**config.mk**
```make
export PLATFORM = sky130hd
export DESIGN_NAME = ncl_sync_bridge
export DESIGN_NICKNAME = d
export VERILOG_FILES = /design/src/rtl/ncl_pkg.sv /design/src/rtl/ncl_completion_detect.sv /design/src/rtl/ncl_sync_bridge.sv
export SDC_FILE = /design/constraint.sdc
export NUM_CORES = 1
export LEC_CHECK = 0
export ABC_AREA = 1
export CAP_MARGIN = 10
export CORE_MARGIN = 2
export CORE_UTILIZATION = 38
export CTS_CLUSTER_SIZE = 28
export DETAILED_ROUTE_END_ITERATION = 12
export GPL_ROUTABILITY_DRIVEN = 0
export GPL_TIMING_DRIVEN = 0
export HOLD_SLACK_MARGIN = 0.1
export PLACE_DENSITY = 0.76
export SYNTH_ARGS = -nofsm -noshare
export SYNTH_HDL_FRONTEND = slang
export SYNTH_HIERARCHICAL = 1
export SYNTH_SLANG_ARGS = --single-unit
```
**constraint.sdc**
```tcl
create_clock -name clk -period 1.9 [get_ports clk]
set_input_delay 0.38 -clock clk [delete_from_list [all_inputs] [get_ports clk]]
set_output_delay 0.38 -clock clk [all_outputs]
set_load 0.03 [all_outputs]
```
**src/rtl/ncl_pkg.sv**
```systemverilog
// Shared types and dual-rail helpers for the synchronous NCL bridge.
// Rail order per bit is {true, false}; DR_MAXW bounds the helper functions' width.
package ncl_pkg;

  typedef enum logic [1:0] {
    IDLE      = 2'd0,
    DATA      = 2'd1,
    NULL_WAIT = 2'd2
  } state_e;

  localparam logic [1:0] DR_NULL = 2'b00;
  localparam logic [1:0] DR_T    = 2'b10;
  localparam logic [1:0] DR_F    = 2'b01;

  localparam int DR_MAXW = 64;

  function automatic logic [2*DR_MAXW-1:0] dr_encode(input logic [DR_MAXW-1:0] sr);
    logic [2*DR_MAXW-1:0] dr;
    dr = '0;
    for (int i = 0; i < DR_MAXW; i++) begin
      dr[2*i +: 2] = sr[i] ? DR_T : DR_F;
    end
    return dr;
  endfunction

  function automatic logic [DR_MAXW-1:0] dr_decode(input logic [2*DR_MAXW-1:0] dr);
    logic [DR_MAXW-1:0] sr;
    sr = '0;
    for (int i = 0; i < DR_MAXW; i++) begin
      sr[i] = dr[2*i+1];
    end
    return sr;
  endfunction

endpackage

```
**src/rtl/ncl_completion_detect.sv**
```systemverilog
// Two-flop synchronizer on every result rail plus wavefront detection on the second stage.
// Detection outputs are held low until both stages hold post-reset samples of the real rails.
module ncl_completion_detect
  import ncl_pkg::*;
#(
  parameter int NPAIRS = 9
) (
  input  logic                  clk,
  input  logic                  rst_n,
  input  logic [2*NPAIRS-1:0]   rails_i,
  output logic [2*NPAIRS-1:0]   rails_sync_o,
  output logic                  all_data_o,
  output logic                  all_null_o,
  output logic                  any_illegal_o
);

  logic [2*NPAIRS-1:0] sync1_q;
  logic [2*NPAIRS-1:0] sync2_q;
  logic [1:0]          prime_q;
  logic                data_v;
  logic                ill_v;

  always_ff @(posedge clk or negedge rst_n) begin
    if (!rst_n) begin
      sync1_q <= '0;
      sync2_q <= '0;
      prime_q <= '0;
    end else begin
      sync1_q <= rails_i;
      sync2_q <= sync1_q;
      prime_q <= {prime_q[0], 1'b1};
    end
  end

  always_comb begin
    data_v = 1'b1;
    ill_v  = 1'b0;
    for (int i = 0; i < NPAIRS; i++) begin
      if (sync2_q[2*i] == sync2_q[2*i+1]) data_v = 1'b0;
      if (sync2_q[2*i +: 2] == 2'b11)      ill_v  = 1'b1;
    end
  end

  // The reset value of the synchronizer would otherwise read as a false all_null.
  assign all_data_o    = prime_q[1] && data_v;
  assign all_null_o    = prime_q[1] && (sync2_q == '0);
  assign any_illegal_o = prime_q[1] && ill_v;
  assign rails_sync_o  = sync2_q;

endmodule

```
**src/rtl/ncl_sync_bridge.sv**
```systemverilog
// Clocked driver/receiver for the dual-rail NCL adder: encodes operands, waits for
// completion, captures the decoded result and sequences the NULL wavefront.
module ncl_sync_bridge
  import ncl_pkg::*;
#(
  parameter int WIDTH       = 8,
  parameter int TIMEOUT_CYC = 64
) (
  input  logic               clk,
  input  logic               rst_n,
  input  logic               in_valid,
  output logic               in_ready,
  input  logic [WIDTH-1:0]   in_a,
  input  logic [WIDTH-1:0]   in_b,
  input  logic               in_cin,
  output logic               out_valid,
  input  logic               out_ready,
  output logic [WIDTH-1:0]   out_soma,
  output logic               out_ovf,
  output logic [2*WIDTH-1:0] ncl_a,
  output logic [2*WIDTH-1:0] ncl_b,
  output logic [1:0]         ncl_cin,
  input  logic [2*WIDTH-1:0] ncl_soma,
  input  logic [1:0]         ncl_ovf,
  output logic               err_timeout,
  output logic               err_illegal,
  output state_e             dbg_state
);

  localparam int NP = WIDTH + 1;
  localparam int CW = $clog2(TIMEOUT_CYC + 1);

  state_e               state_q, state_d;
  logic [CW-1:0]        cnt_q, cnt_d;
  logic [2*WIDTH-1:0]   ncl_a_q, ncl_a_d, ncl_b_q, ncl_b_d;
  logic [1:0]           ncl_cin_q, ncl_cin_d;
  logic                 out_valid_q, out_valid_d;
  logic [WIDTH-1:0]     out_soma_q, out_soma_d;
  logic                 out_ovf_q, out_ovf_d;
  logic                 err_timeout_q, err_timeout_d;
  logic                 err_illegal_q, err_illegal_d;

  logic [2*NP-1:0]      rails_sync;
  logic                 all_data, all_null, any_illegal;
  logic                 hs, complete, data_to, null_to, cnt_hit;
  logic [DR_MAXW-1:0]   a_ext, b_ext, soma_dec;
  logic [2*DR_MAXW-1:0] a_enc, b_enc, soma_ext;
  logic                 unused_bits;

  ncl_completion_detect #(.NPAIRS(NP)) u_cd (
    .clk           (clk),
    .rst_n         (rst_n),
    .rails_i       ({ncl_ovf, ncl_soma}),
    .rails_sync_o  (rails_sync),
    .all_data_o    (all_data),
    .all_null_o    (all_null),
    .any_illegal_o (any_illegal)
  );

  always_comb begin
    a_ext    = '0;
    b_ext    = '0;
    soma_ext = '0;
    a_ext[WIDTH-1:0]      = in_a;
    b_ext[WIDTH-1:0]      = in_b;
    soma_ext[2*WIDTH-1:0] = rails_sync[2*WIDTH-1:0];
  end

  assign a_enc       = dr_encode(a_ext);
  assign b_enc       = dr_encode(b_ext);
  assign soma_dec    = dr_decode(soma_ext);
  assign unused_bits = ^{a_enc[2*DR_MAXW-1:2*WIDTH], b_enc[2*DR_MAXW-1:2*WIDTH],
                         soma_dec[DR_MAXW-1:WIDTH], rails_sync[2*WIDTH]};

  // Handshake: a transfer happens on any rising edge where valid and ready are both high.
  assign hs       = (state_q == IDLE) && in_valid && in_ready;
  assign cnt_hit  = (cnt_q == CW'(TIMEOUT_CYC - 1));
  assign complete = (state_q == DATA) && all_data;
  assign data_to  = (state_q == DATA) && !all_data && cnt_hit;
  assign null_to  = (state_q == NULL_WAIT) && !all_null && cnt_hit;

  always_ff @(posedge clk or negedge rst_n) begin
    if (!rst_n) state_q <= IDLE;
    else        state_q <= state_d;
  end

  always_comb begin
    state_d = state_q;
    case (state_q)
      IDLE:      if (hs) state_d = DATA;
      DATA:      if (complete || data_to) state_d = NULL_WAIT;
      NULL_WAIT: if (all_null) state_d = IDLE;
      default:   state_d = IDLE;
    endcase
  end

  always_comb begin
    in_ready  = (state_q == IDLE) && all_null && !out_valid_q;
    dbg_state = state_q;
  end

  always_comb begin
    ncl_a_d       = ncl_a_q;
    ncl_b_d       = ncl_b_q;
    ncl_cin_d     = ncl_cin_q;
    cnt_d         = cnt_q;
    out_valid_d   = out_valid_q;
    out_soma_d    = out_soma_q;
    out_ovf_d     = out_ovf_q;
    err_timeout_d = err_timeout_q | data_to | null_to;
    err_illegal_d = err_illegal_q | ((state_q != IDLE) && any_illegal);

    if (hs) begin
      ncl_a_d   = a_enc[2*WIDTH-1:0];
      ncl_b_d   = b_enc[2*WIDTH-1:0];
      ncl_cin_d = in_cin ? DR_T : DR_F;
    end else if (complete || data_to) begin
      ncl_a_d   = {WIDTH{DR_NULL}};
      ncl_b_d   = {WIDTH{DR_NULL}};
      ncl_cin_d = DR_NULL;
    end

    // Saturates at TIMEOUT_CYC so a stuck NULL_WAIT flags once and then just waits.
    if (state_d != state_q && state_d != IDLE) cnt_d = '0;
    else if (state_q != IDLE && cnt_q != CW'(TIMEOUT_CYC)) cnt_d = cnt_q + CW'(1);

    if (complete) begin
      out_valid_d = 1'b1;
      out_soma_d  = soma_dec[WIDTH-1:0];
      out_ovf_d   = rails_sync[2*WIDTH+1];
    end else if (out_valid_q && out_ready) begin
      out_valid_d = 1'b0;
    end
  end

  always_ff @(posedge clk or negedge rst_n) begin
    if (!rst_n) begin
      ncl_a_q       <= {WIDTH{DR_NULL}};
      ncl_b_q       <= {WIDTH{DR_NULL}};
      ncl_cin_q     <= DR_NULL;
      cnt_q         <= '0;
      out_valid_q   <= 1'b0;
      out_soma_q    <= '0;
      out_ovf_q     <= 1'b0;
      err_timeout_q <= 1'b0;
      err_illegal_q <= 1'b0;
    end else begin
      ncl_a_q       <= ncl_a_d;
      ncl_b_q       <= ncl_b_d;
      ncl_cin_q     <= ncl_cin_d;
      cnt_q         <= cnt_d;
      out_valid_q   <= out_valid_d;
      out_soma_q    <= out_soma_d;
      out_ovf_q     <= out_ovf_d;
      err_timeout_q <= err_timeout_d;
      err_illegal_q <= err_illegal_d;
    end
  end

  assign ncl_a       = ncl_a_q;
  assign ncl_b       = ncl_b_q;
  assign ncl_cin     = ncl_cin_q;
  assign out_valid   = out_valid_q;
  assign out_soma    = out_soma_q;
  assign out_ovf     = out_ovf_q;
  assign err_timeout = err_timeout_q;
  assign err_illegal = err_illegal_q;

endmodule
```
==> run summary <==
Summed over all cells, the static leakage comes to 2.589 nW. During placement, the flow inserted port buffers numbering 87. From left edge to right edge, the die measures 101.4 microns. The run gives 335 as the number of cells produced by synthesis. The total number of vias is 2663, and the core area is 9240 sq um. The net count after synthesis was 394. The detail-routed net length per standard cell was 13.76 microns. The run gives 70 as the largest net degree at the start of global routing.

The run gives 0.3553 ns as the final hold slack. STA classifies the critical path endpoint as an output pin. The largest area contributor in the synthesized netlist was sky130_fd_sc_hd__dfrtp_1. The tools report the first-pass detailed-route iteration total as 6.

In the post-synthesis netlist, the biggest area contributors are sky130_fd_sc_hd__dfrtp_1, sky130_fd_sc_hd__nand2_1, sky130_fd_sc_hd__ha_1, sky130_fd_sc_hd__inv_1, sky130_fd_sc_hd__mux2_2. The netlist uses 24 different library cells. CTS built an H-tree with a depth of 3. The die is 101.4 microns tall.

The final worst setup slack is -0.2731 ns, and the worst-case vdd ir drop is 0.4854 mV. In this run the worst hold path is classified as reg2reg. Once the floorplan was initialized, standard cells occupied 38.98% of the core. The number of antenna violations at the first check in global routing was 0. Counting I/O delays and the setup requirement, the final critical path takes 2.173 ns.

A synthesized cell averages 10.75 sq um. The clock net in this run drives a total of 93 sinks. The final count of hold timing violations is 0, and the share of final-layout standard cells stronger than drive strength 1 is 18.86%. After detailed routing, the number of remaining DRC violations is 0.

The cell area after synthesis was 3602 sq um. Walking the worst path, the cells encountered are inv_1, ha_1, nand2_1, nor2_1, nand3_1, nor2_1, inv_1, nor2_2, nand2_1, inv_2, buf_6. The slowest library cell on the worst path was sky130_fd_sc_hd__dfrtp_1. The total count of max-transition violations in the final report is 0, and the worst endpoint required time is 1.52 ns. The worst setup path is launched from a register. Setup repair after global routing could not meet its margin everywhere.

The first-pass GRT wire length is 12430 microns. Startpoint of the most critical hold path: u_cd/sync1_q[4]$_DFF_PN0_. Power density over cell area: 834.0 nW/um^2.

After global routing the overflow that remains totals 0. The post-synthesis sequential element count was 93; the largest fanout on the critical path was 3. The number of cells traversed by the worst register-to-register path came out at 15. The number of CTS-inserted buffers is 9, and the number of I/O pins is 88. The number of nets in the final layout was 510; the count of endpoints failing setup in the final report was 27.

Dividing the detail-routed via count by the number of cells gives 4.552. The post-CTS clock slew at the launch and capture registers of the worst setup and hold paths is 0.10 ns. The area growth from synthesis to layout was 44.04%; the worst path arrival time was 1.79 ns. The clock tree skew after final layout is 0.007974 ns, and the count of cells along the worst hold path is 0. Maximum clock path buffer count: 2. The HPWL after detailed placement is 5375 microns. In this run the critical register-to-register path is captured at ncl_a[11]$_DFFE_PN0P_.

The run finished, with violations left. The tools report the terminating pin of the worst hold path as u_cd/rails_sync_o[4]$_DFF_PN0_. Via count of the first global-routing pass: 2603. The max capacitance violation total was 0; the insertion delay to the later sink of the worst-skew pair was 0.37 ns. Timing would allow up to 0.4602 GHz. The largest stage delay on the critical path works out to 0.41 ns.

The worst register-to-register path has a setup slack of -0.06 ns. The die footprint is 10270 sq um. The global-route usage over all layers was 15.75%. The run gives 0 as the number of nets with antenna violations after routing. In this run the critical register-to-register path is launched from u_cd/rails_sync_o[3]$_DFF_PN0_.

TritonCTS built the clock tree. The logs give 144 for the starting DRC count in detailed routing and 4.327 mW for the overall power after layout. The checks that failed: setup timing.

The aggregate routed wire length was 8048 microns; the share of the clock period used by the worst path was 114.4%. The Yosys step of the flow raised 6 warnings. The worst setup path is of the reg2out kind.

Of the synthesized area, sequential elements account for 64.61%. The number of antenna diodes in the final layout is 0. The root buffer cell chosen for the clock tree is sky130_fd_sc_hd__clkbuf_8. In this run the core area contains 35 standard-cell rows. The synthesized design devotes to its leading area cell type 64.61% of total area.
sequential cells by signal (all words and copies together) (netlist names):
name / cells
ncl_a: 16
err_illegal: 1
cnt_q: 7
u_cd/prime_q: 2
ncl_b: 16
out_soma: 8
out_ovf: 1
u_cd/sync1_q: 18
ncl_cin: 2
dbg_state: 2
out_valid: 1
u_cd/rails_sync_o: 18
err_timeout: 1
area by class of cell:
class                      count  area (sq um)
buffer                         8         118.9
clock buffer                   9         123.9
clock inverter                 7         77.57
fill                         781          4051
inverter                      36         137.6
multi-input combinational    198          1164
sequential                    93          2327
tap                          129         161.4
timing repair buffer         105          1079
how the worst max path moves through the flow:
stage          cells past startpoint                   end  slack (ns)                            from
2_1_floorplan                     15  cnt_q[5]$_DFFE_PN0P_        0.18  u_cd/rails_sync_o[1]$_DFF_PN0_
4_1_cts                           11              in_ready       -0.25  u_cd/rails_sync_o[1]$_DFF_PN0_
6_report                          11              in_ready       -0.27  u_cd/rails_sync_o[3]$_DFF_PN0_
3_3_place_gp                       1  ncl_b[8]$_DFFE_PN0P_       -2.72                           rst_n
3_5_place_dp                      11              in_ready       -0.40  u_cd/rails_sync_o[5]$_DFF_PN0_
5_1_grt                           11              in_ready       -0.38  u_cd/rails_sync_o[3]$_DFF_PN0_
worst max-delay path: cells and delay by family (launching register included):
family        cells  cell delay (ns)
fa+ha+maj         1             0.13
buf+inv           4             0.32
flops             1             0.41
simple gates      6             0.56
stage by stage:
step	cell area, sq um	util, %	setup TNS, ns	cells	worst slack, ns
after floorplan	3602	-	0	335	0.1794
after global placement	4634	50.16	-255.75	551	-2.722
after detailed placement	4659	50.43	-3.681	552	-0.3966
after CTS	4923	53.28	-0.2485	574	-0.2485
after global routing	5189	56.15	-5.191	585	-0.3769
final	5189	56.15	-1.158	585	-0.2731
cells in the final DEF, fill, tap and decap left out, drive strengths merged, types with 12 or more instances in the layout:
cell,netlist,layout
nand3,14,14
nand2,96,96
o21ai,19,19
clkdlybuf4s50,0,83
inv,36,39
buf,7,24
nor2,28,28
clkbuf,1,12
dfrtp,93,93
ha,20,20
cells by family (layout without fill, tap and decap cells):
group | count (synthesis) | in the layout | synth area share, %
other | 1 | 1 | 0.1041
adder cells (fa/ha/maj) | 20 | 20 | 6.947
buffers and inverters | 44 | 165 | 5.314
AND/OR/NAND/NOR | 145 | 145 | 16.88
flip-flops | 93 | 93 | 64.61
multiplexers | 9 | 9 | 2.814
AO/OA/AOI/OAI | 23 | 23 | 3.335
where the power goes:
part / internal [mW] / total [mW] / switching [mW] / leakage, nW
registers: 2.12 / 2.26 / 0.140 / 1.19
logic: 0.323 / 0.760 / 0.437 / 1.30
clock network: 0.518 / 1.31 / 0.791 / 0.0979
total: 2.96 / 4.33 / 1.37 / 2.59
cell usage after synthesis (all sizes together):
| master | instances |
|---|---|
| nor3 | 1 |
| a21o | 1 |
| a21oi | 2 |
| o21bai | 1 |
| conb | 1 |
| nor2 | 28 |
| nand4 | 5 |
| inv | 36 |
| o21ai | 19 |
| buf | 7 |
| nand3 | 14 |
| or2 | 1 |
| ha | 20 |
| dfrtp | 93 |
| mux2 | 9 |
| clkbuf | 1 |
| nand2 | 96 |
layer usage:
metal | GRT usage [%] | up-vias | wire, microns
met3 | 3.382 | 11 | 383
li1 | - | 1278 | -
met5 | 0 | - | 0
met4 | 7.484 | 0 | 158
met1 | 19.94 | 1309 | 3437
met2 | 25.88 | 65 | 4069
repair_timing:
action | 4_1_cts | 5_1_grt
endpoints found under the hold margin | 24 | 0
hold buffers | 1 | 0
cloned | 0 | 4
buffers inserted | 5 | 7
resized for setup | 16 | 58
pin swaps | 0 | 3
endpoints found under the setup margin | 47 | 51
No activity file was read; power rests on OpenSTA's default activity.
